File: config.mk
export PLATFORM = sky130hd
export DESIGN_NAME = serial_parallel
export DESIGN_NICKNAME = d
export VERILOG_FILES = /design/src/rtl/pcie_phy_pkg.sv /design/src/rtl/com_aligner.sv /design/src/rtl/serial_parallel.sv
export SDC_FILE = /design/constraint.sdc
export NUM_CORES = 1
export LEC_CHECK = 0
export CAP_MARGIN = 30
export CORE_MARGIN = 3
export CORE_UTILIZATION = 50
export CTS_BUF_LIST = sky130_fd_sc_hd__clkbuf_8
export DETAILED_ROUTE_END_ITERATION = 10
export HOLD_SLACK_MARGIN = 0.12
export PLACE_DENSITY_LB_ADDON = 0.25
export SLEW_MARGIN = 40
export SYNTH_ARGS = -nofsm -noshare
export SYNTH_HDL_FRONTEND = slang
export SYNTH_SLANG_ARGS = --single-unit
File: constraint.sdc
create_clock -name clk_32f -period 2.13 [get_ports clk_32f]
set_clock_uncertainty 0.1 [all_clocks]
set_input_delay 0.213 -clock clk_32f [delete_from_list [all_inputs] [get_ports clk_32f]]
set_output_delay 0.213 -clock clk_32f [all_outputs]
set_load 0.03 [all_outputs]
File: src/rtl/pcie_phy_pkg.sv
// Shared receive-PHY definitions: COM alignment symbol, byte width, lock FSM states
// and a saturating increment helper.
package pcie_phy_pkg;

   localparam int unsigned BYTE_W     = 8;
   localparam logic [7:0]  COM_SYMBOL = 8'hBC;

   typedef enum logic [1:0] {
      SEARCH  = 2'd0,
      LOCKING = 2'd1,
      ACTIVE  = 2'd2
   } lock_state_e;

   function automatic logic [7:0] sat_inc8(input logic [7:0] v);
      return (v == 8'hFF) ? v : v + 8'd1;
   endfunction

endpackage

File: src/rtl/com_aligner.sv
// Bit-level byte alignment: serial shift register, bit counter within the byte window
// and the SEARCH/LOCKING/ACTIVE lock FSM driven by COM detection.
module com_aligner
   import pcie_phy_pkg::*;
#(
   parameter int unsigned LOCK_COUNT = 4
) (
   input  logic              clk_32f,
   input  logic              reset,
   input  logic              data_in,
   output logic [BYTE_W-1:0] sr_next_o,
   output logic              boundary_o,
   output logic              lock_fail_o,
   output logic              active_o
);

   localparam logic [3:0] LOCK_CNT_C = LOCK_COUNT[3:0];

   lock_state_e       state_q, state_d;
   logic [BYTE_W-1:0] sr_q;
   logic [2:0]        bit_cnt_q, bit_cnt_d;
   logic [3:0]        com_cnt_q, com_cnt_d;
   logic              is_com_s;
   logic              win_end_s;

   assign sr_next_o = {sr_q[BYTE_W-2:0], data_in};
   assign is_com_s  = (sr_next_o == COM_SYMBOL);
   assign win_end_s = (bit_cnt_q == 3'd7);

   // State and alignment registers
   always_ff @(posedge clk_32f or negedge reset) begin
      if (!reset) begin
         state_q   <= SEARCH;
         sr_q      <= {BYTE_W{1'b0}};
         bit_cnt_q <= 3'd0;
         com_cnt_q <= 4'd0;
      end else begin
         state_q   <= state_d;
         sr_q      <= sr_next_o;
         bit_cnt_q <= bit_cnt_d;
         com_cnt_q <= com_cnt_d;
      end
   end

   // Next-state: a failed window drops back to SEARCH without rechecking the same edge
   always_comb begin
      state_d   = state_q;
      bit_cnt_d = bit_cnt_q;
      com_cnt_d = com_cnt_q;
      case (state_q)
         SEARCH: begin
            bit_cnt_d = 3'd0;
            if (is_com_s) begin
               com_cnt_d = 4'd1;
               state_d   = (LOCK_CNT_C == 4'd1) ? ACTIVE : LOCKING;
            end else begin
               com_cnt_d = 4'd0;
            end
         end
         LOCKING: begin
            bit_cnt_d = bit_cnt_q + 3'd1;
            if (win_end_s) begin
               if (is_com_s) begin
                  com_cnt_d = com_cnt_q + 4'd1;
                  state_d   = ((com_cnt_q + 4'd1) == LOCK_CNT_C) ? ACTIVE : LOCKING;
               end else begin
                  com_cnt_d = 4'd0;
                  state_d   = SEARCH;
               end
            end else begin
               state_d = LOCKING;
            end
         end
         ACTIVE: begin
            bit_cnt_d = bit_cnt_q + 3'd1;
         end
         default: begin
            state_d   = SEARCH;
            bit_cnt_d = 3'd0;
            com_cnt_d = 4'd0;
         end
      endcase
   end

   // Outputs decoded from the current state
   always_comb begin
      boundary_o  = (state_q == ACTIVE) && win_end_s;
      lock_fail_o = (state_q == LOCKING) && win_end_s && !is_com_s;
      active_o    = (state_q == ACTIVE);
   end

endmodule

File: src/rtl/serial_parallel.sv
// Receive deserializer: COM-aligned byte recovery with strobe and idle reporting.
// Build option SP_RX_ERR_CNT_EN adds a saturating lock-failure counter on err_cnt.
module serial_parallel
   import pcie_phy_pkg::*;
#(
   parameter int unsigned LOCK_COUNT = 4
) (
   input  logic              clk_32f,
   input  logic              reset,
   input  logic              data_in,
   output logic [BYTE_W-1:0] data_out,
   output logic              valid_out,
   output logic              byte_strobe,
   output logic              active
`ifdef SP_RX_ERR_CNT_EN
   ,
   output logic [7:0]        err_cnt
`endif
);

   logic [BYTE_W-1:0] sr_next_s;
   logic              boundary_s;
   logic              lock_fail_s;
   logic              active_s;
   logic [BYTE_W-1:0] data_q;
   logic              valid_q;
   logic              strobe_q;

   com_aligner #(
      .LOCK_COUNT (LOCK_COUNT)
   ) u_aligner (
      .clk_32f     (clk_32f),
      .reset       (reset),
      .data_in     (data_in),
      .sr_next_o   (sr_next_s),
      .boundary_o  (boundary_s),
      .lock_fail_o (lock_fail_s),
      .active_o    (active_s)
   );

   // Byte output registers, loaded on the edge that samples each byte's last bit
   always_ff @(posedge clk_32f or negedge reset) begin
      if (!reset) begin
         data_q   <= {BYTE_W{1'b0}};
         valid_q  <= 1'b0;
         strobe_q <= 1'b0;
      end else begin
         strobe_q <= boundary_s;
         if (boundary_s) begin
            data_q  <= sr_next_s;
            valid_q <= (sr_next_s != COM_SYMBOL);
         end else begin
            data_q  <= data_q;
            valid_q <= valid_q;
         end
      end
   end

   assign data_out    = data_q;
   assign valid_out   = valid_q;
   assign byte_strobe = strobe_q;
   assign active      = active_s;

`ifdef SP_RX_ERR_CNT_EN
   logic [7:0] err_cnt_q;

   // Lock-failure counter, sticky at full scale until reset
   always_ff @(posedge clk_32f or negedge reset) begin
      if (!reset) begin
         err_cnt_q <= 8'h00;
      end else if (lock_fail_s) begin
         err_cnt_q <= sat_inc8(err_cnt_q);
      end else begin
         err_cnt_q <= err_cnt_q;
      end
   end

   assign err_cnt = err_cnt_q;
`else
   logic unused_lock_fail_s;
   assign unused_lock_fail_s = lock_fail_s;
`endif

endmodule

# ---- After elaboration in Yosys (flattened, before gate mapping)
# Cells that the tools add are included.
dict set report totals {
  reg_bits 26
  wordCells 33
  inputBits 3
  out_inout_bits 11
}
dict set report op_classes {
  bitwise_logic 1
  n_eq_ne 8
  add_sub_neg 2
  n_reduce_logical 5
  mux 10
}
# cell count
set ops {}
lappend ops {{4-bit case mux with 3 select lines} 1}
lappend ops {{8-bit == test (second input constant)} 1}
lappend ops {{2-bit 2-to-1 mux} 4}
lappend ops {{4-bit 2-to-1 mux} 2}
lappend ops {{8-bit != test (second input constant)} 1}
lappend ops {{2-bit case mux with 3 select lines} 1}
lappend ops {{4-bit by 1-bit adder with 4-bit output (second input constant)} 1}
lappend ops {{4-bit by 3-bit == test with 1-bit output (second input constant)} 1}
lappend ops {{2-bit by 1-bit != test with 1-bit output (second input constant)} 2}
lappend ops {{2-bit AND reduction} 2}
lappend ops {{3-bit by 1-bit adder with 3-bit output (second input constant)} 1}
lappend ops {{3-bit == test (second input constant)} 1}
lappend ops {{3-bit 2-to-1 mux} 1}
lappend ops {{2-bit by 1-bit == test with 1-bit output (second input constant)} 1}
lappend ops {{2-bit == test (second input constant)} 1}
lappend ops {{2-bit logical NOT} 1}
lappend ops {{2-bit OR reduction} 1}
lappend ops {{1-bit logical AND} 1}
lappend ops {{1-bit 2-to-1 mux} 1}
lappend ops {{1-bit NOT} 1}

# ---- Depth between registers and ports, before layout
dict set report logic_depth {
  depth_word 6
  mapped_depth 7
  mapped_depth_nobuf 6
}

# ---- Hierarchy
# From an unflattened synthesis, not the netlist that was laid out.
dict set report hier_totals {
  cells_unflattened 92
  hier_area_um2 1168.6
}
# module n_inst seq_area_each_um2 area_per_inst_um2 cells_per_inst
set modules_own_cells {}
lappend modules_own_cells {com_aligner 1 400.4 787.0 69}
lappend modules_own_cells {serial_parallel 1 250.2 381.6 23}

# ---- Worst setup path before layout
# OpenSTA, ideal clock, no wires.
dict set report synth_path {
  path_type {register -> register}
  start {register u_aligner.state_q[0]}
  end {register data_q[0], in the netlist data_out[0]}
  arrival_ns 1.558
  setup_slack_ns 0.347
  n_path_buf 2
  setup_ns 0.125
  t_required_ns 1.905
  period_less_slack_ns 1.783
  path_stages_with_launch 7
  cell_sequence {dfrtp_1 inv_1 ha_1 buf_4 nand2_1 buf_2 mux2_2}
}
dict set report synth_via {
  elab_chain_len 2
}
# element line
set synth_lines {}
lappend synth_lines {{from (decl)} com_aligner.sv:19} ;# lock_state_e state_q, state_d;
lappend synth_lines {{from (signal assigned)} com_aligner.sv:38} ;# state_q <= state_d;
lappend synth_lines {{2-bit == test} n/a}
lappend synth_lines {{via active} serial_parallel.sv:14} ;# output logic active
lappend synth_lines {{1-bit logical AND} com_aligner.sv:87} ;# boundary_o = (state_q == ACTIVE) && win_end_s;
lappend synth_lines {{to (signal assigned)} serial_parallel.sv:44} ;# data_q <= {BYTE_W{1'b0}};
lappend synth_lines {{to (signal assigned)} serial_parallel.sv:50} ;# data_q <= sr_next_s;
lappend synth_lines {{to (signal assigned)} serial_parallel.sv:53} ;# data_q <= data_q;
lappend synth_lines {{to (decl)} serial_parallel.sv:25} ;# logic [BYTE_W-1:0] data_q;
# The timed path passes the listed nets, and every way through them passes these cells.
# A chain may end at the register's enable or synchronous reset.

# ---- Worst setup path in the final report
dict set report layout_path {
  start {register u_aligner.state_q[0]}
  end {output port active}
}
dict set report layout_via {
  elab_chain_len 1
}
# element line
set layout_lines {}
lappend layout_lines {{2-bit == test} com_aligner.sv:89} ;# active_o = (state_q == ACTIVE);
lappend layout_lines {{to (decl)} serial_parallel.sv:14}
# No other way between the ends.

==> flow_metrics.tcl <==
set metrics [dict create \
    period_minus_slack_ns 1.91 \
    start_util_pct 54.8 \
    rows 16 \
    cp.arrival_ns 1.60 \
    synth_compound_area_share_pct 7.57 \
    cap_violations 0 \
    die-area_um2 2820 \
    synthXorXnorAreaFrac_pct 0 \
    synth_seq_cells 26 \
    clock_power_share_pct 35.1 \
    synth_simple_gate_area_share_pct 15.6 \
    place.port_buffers 13 \
    grt_pass1_wl_um 2920 \
    core_um2 2020 \
    tns_ns 0 \
    drive_gt1_share_pct 17.5 \
    track_usage_pct 15.0 \
    yosys.area.top_type "dfrtp_1" \
    grt_max_degree 27 \
    gp_congestion 0.846 \
    required_ns 1.82 \
    clk_pin_slew_ns 0.08 \
    path_cells "inv_1 > ha_1 > dlygate4sd2_1" \
    synth_common_cells "26 x dfrtp_1, 9 x o21ai_0, 8 x mux2_2, 7 x nand2_1" \
    fin_nets 113 \
    synth_cell_type_count 23 \
    ys_seq_area_share_pct 58.8 \
    p_comb_share_pct 16.0 \
    syn_inst 87 \
    vdd_ir_drop_max_mv 0.630 \
    drtPass1Iterations 4 \
    n_antenna_cell 0 \
    antenna_found_initial 0 \
    synth_mux_area_share_pct 8.14 \
    critPathMaxFanout 12 \
    crit_buf_inv 2 \
    worst_pin_slew_ns 0.440 \
    wl_um 1700 \
    die_y_um 53.1 \
    synthFlopType "dfrtp_1" \
    synthTopCellsByArea "dfrtp_1 59%, mux2_2 8.1%, ha_1 6.8%" \
    synth_top_area_share_pct 58.8 \
    slew_violations 0 \
    clock.fmax_mhz 522 \
    drt-vias-per-instance 5.12 \
    final_hold_viol_count 0 \
    internal-power_mw 0.874 \
    ctsRootBufferMaster "clkbuf_8" \
    avgSynthCellArea_um2 12.7 \
    slowest_stage "dlygate4sd2_1" \
    ant_nets 0 \
    p_sw_mw 0.275 \
    fin_crit_sh_pct 89.9 \
    syn_area_um2 1110 \
    ys.warnings.count 0 \
    critPathKind "reg2out" \
    drc 0 \
    synth_fp_nets 96 \
    wl_per_cell_um 13.1 \
    pwr-share-seq_pct 48.9 \
    critPathMaxStageDelay_ns 0.45 \
    p_leak_nw 0.648 \
    areaGrowthSynthToFinish_pct 20.7 \
    drtIter0Drc 11 \
    cts_buffer_depth 2 \
    path_delay_family "buffers and inverters" \
    clock-sinks 26 \
    synthAdderAreaFrac_pct 6.78 \
    route.vias.total 666 \
    hold_path.class "in2async" \
    relSlewSlack_pct 70.6 \
    switching_share_pct 23.9 \
    synth.most_common_cell "dfrtp_1" \
    status "completed" \
    worstSetupStartpointType "flop" \
    p_total_mw 1.15 \
    grt.overflow.total 0 \
    cts_tree "done" \
    dp_hpwl_um 1300 \
    async_flop_share_pct 100 \
    end_kind "output port" \
    rr_startpoint "u_aligner.state_q[0]" \
    cts_inserted_buffers 3 \
    power_density_nw_per_um2 860 \
    synth-edff-count 0 \
    htreeDepth 1 \
    synth_top_family_by_area "simple AND/OR/NAND/NOR gates" \
    ctsHoldBuffers 0 \
    critPathLaunch "u_aligner.state_q[0]" \
    grt_pass1_vias 636 \
    setup_viol 0 \
    rsz0062_at_grt "no" \
    fp.dieW_um 53.1 \
    clkLatencyLatePin_ns 0.27 \
    io_pins 14 \
]
-- area by class of cell --
class | instances | area (um^2)
Clock buffer | 3 | 41.3
Clock inverter | 1 | 30.0
Fill cell | 151 | 686
Inverter | 6 | 22.5
Multi-Input combinational cell | 53 | 422
Sequential cell | 26 | 651
Tap cell | 27 | 33.8
Timing Repair Buffer | 14 | 136
-- sequential cells by signal, indices dropped and copies added (netlist names) --
name and count:
valid_out 1, u_aligner.bit_cnt_q 3, u_aligner.com_cnt_q 4, byte_strobe 1, u_aligner.sr_q 7, data_out 8, u_aligner.state_q 2
-- worst paths after layout --
path                                           to  cells after the start  slack, ns
hold / removal             u_aligner.com_cnt_q[1]                      2       0.19
min in group clk_32f            u_aligner.sr_q[3]                      0       0.30
max in group asynchronous  u_aligner.bit_cnt_q[2]                      2       1.51
setup / recovery                           active                      3       0.22
hold reg to reg                 u_aligner.sr_q[3]                      0       0.30
setup reg to reg                      data_out[5]                      4       0.29
-- cell usage in the layout (no fill, tap or decap) --
| cell type | count |
|---|---|
| dfrtp_1 | 26 |
| clkdlybuf4s50_1 | 12 |
| o21ai_0 | 9 |
| mux2_2 | 8 |
| nand2_1 | 7 |
| inv_1 | 6 |
| ha_1 | 6 |
| nand3_1 | 4 |
| nor2b_1 | 3 |
| nor3_1 | 3 |
| clkbuf_8 | 3 |
| and2_1 | 2 |
| nor2_1 | 1 |
| and4b_1 | 1 |
| nand4b_4 | 1 |
| nor4_4 | 1 |
| o21ba_2 | 1 |
| or3b_2 | 1 |
| o211ai_1 | 1 |
| a2bb2oi_2 | 1 |
| o22ai_1 | 1 |
| and3_1 | 1 |
| nor4_1 | 1 |
| bufinv_16 | 1 |
| dlygate4sd2_1 | 1 |
| buf_4 | 1 |
-- cell families (layout without fill, tap and decap cells) --
logic type	Yosys count	after routing
flops	26	26
simple gates	26	26
compound gates	13	13
mux	8	8
buf+inv	8	24
fa+ha+maj	6	6
-- power groups by stage --
stage	clock network, mW	registers, mW	logic [mW]
floorplan	0	0.568	0.135
global placement	0	0.568	0.179
detailed placement	0	0.572	0.186
CTS	0.414	0.562	0.187
global route	0.430	0.566	0.213
finish	0.404	0.562	0.184
-- through the flow --
stage          instance area (um^2)  worst slack (ns)  hold WS (ns)  std cells  utilization (%)
2_1_floorplan                  1110             0.347        -0.183         87                -
3_3_place_gp                   1270             0.278         0.281        126             62.6
3_5_place_dp                   1270             0.220         0.289        126             62.6
4_1_cts                        1340             0.211         0.200        130             66.1
5_1_grt                        1340             0.136         0.203        130             66.1
6_report                       1340             0.215         0.188        130             66.1
-- routing by layer --
metal | vias up | part of all wire, % | GRT usage [%]
li1 | 332 | - | -
met1 | 316 | 46 | 18.8
met2 | 15 | 47 | 22.9
met3 | 3 | 5.5 | 4.79
met4 | 0 | 1.6 | 7.66
met5 | - | 0 | 0
-- timing repair --
item,in CTS,in global routing
resized for setup,1,0
endpoints found under the setup margin,1,0
setup buffers,0,0
hold endpoints to repair,0,0
Power figures use the tool's default switching activity.
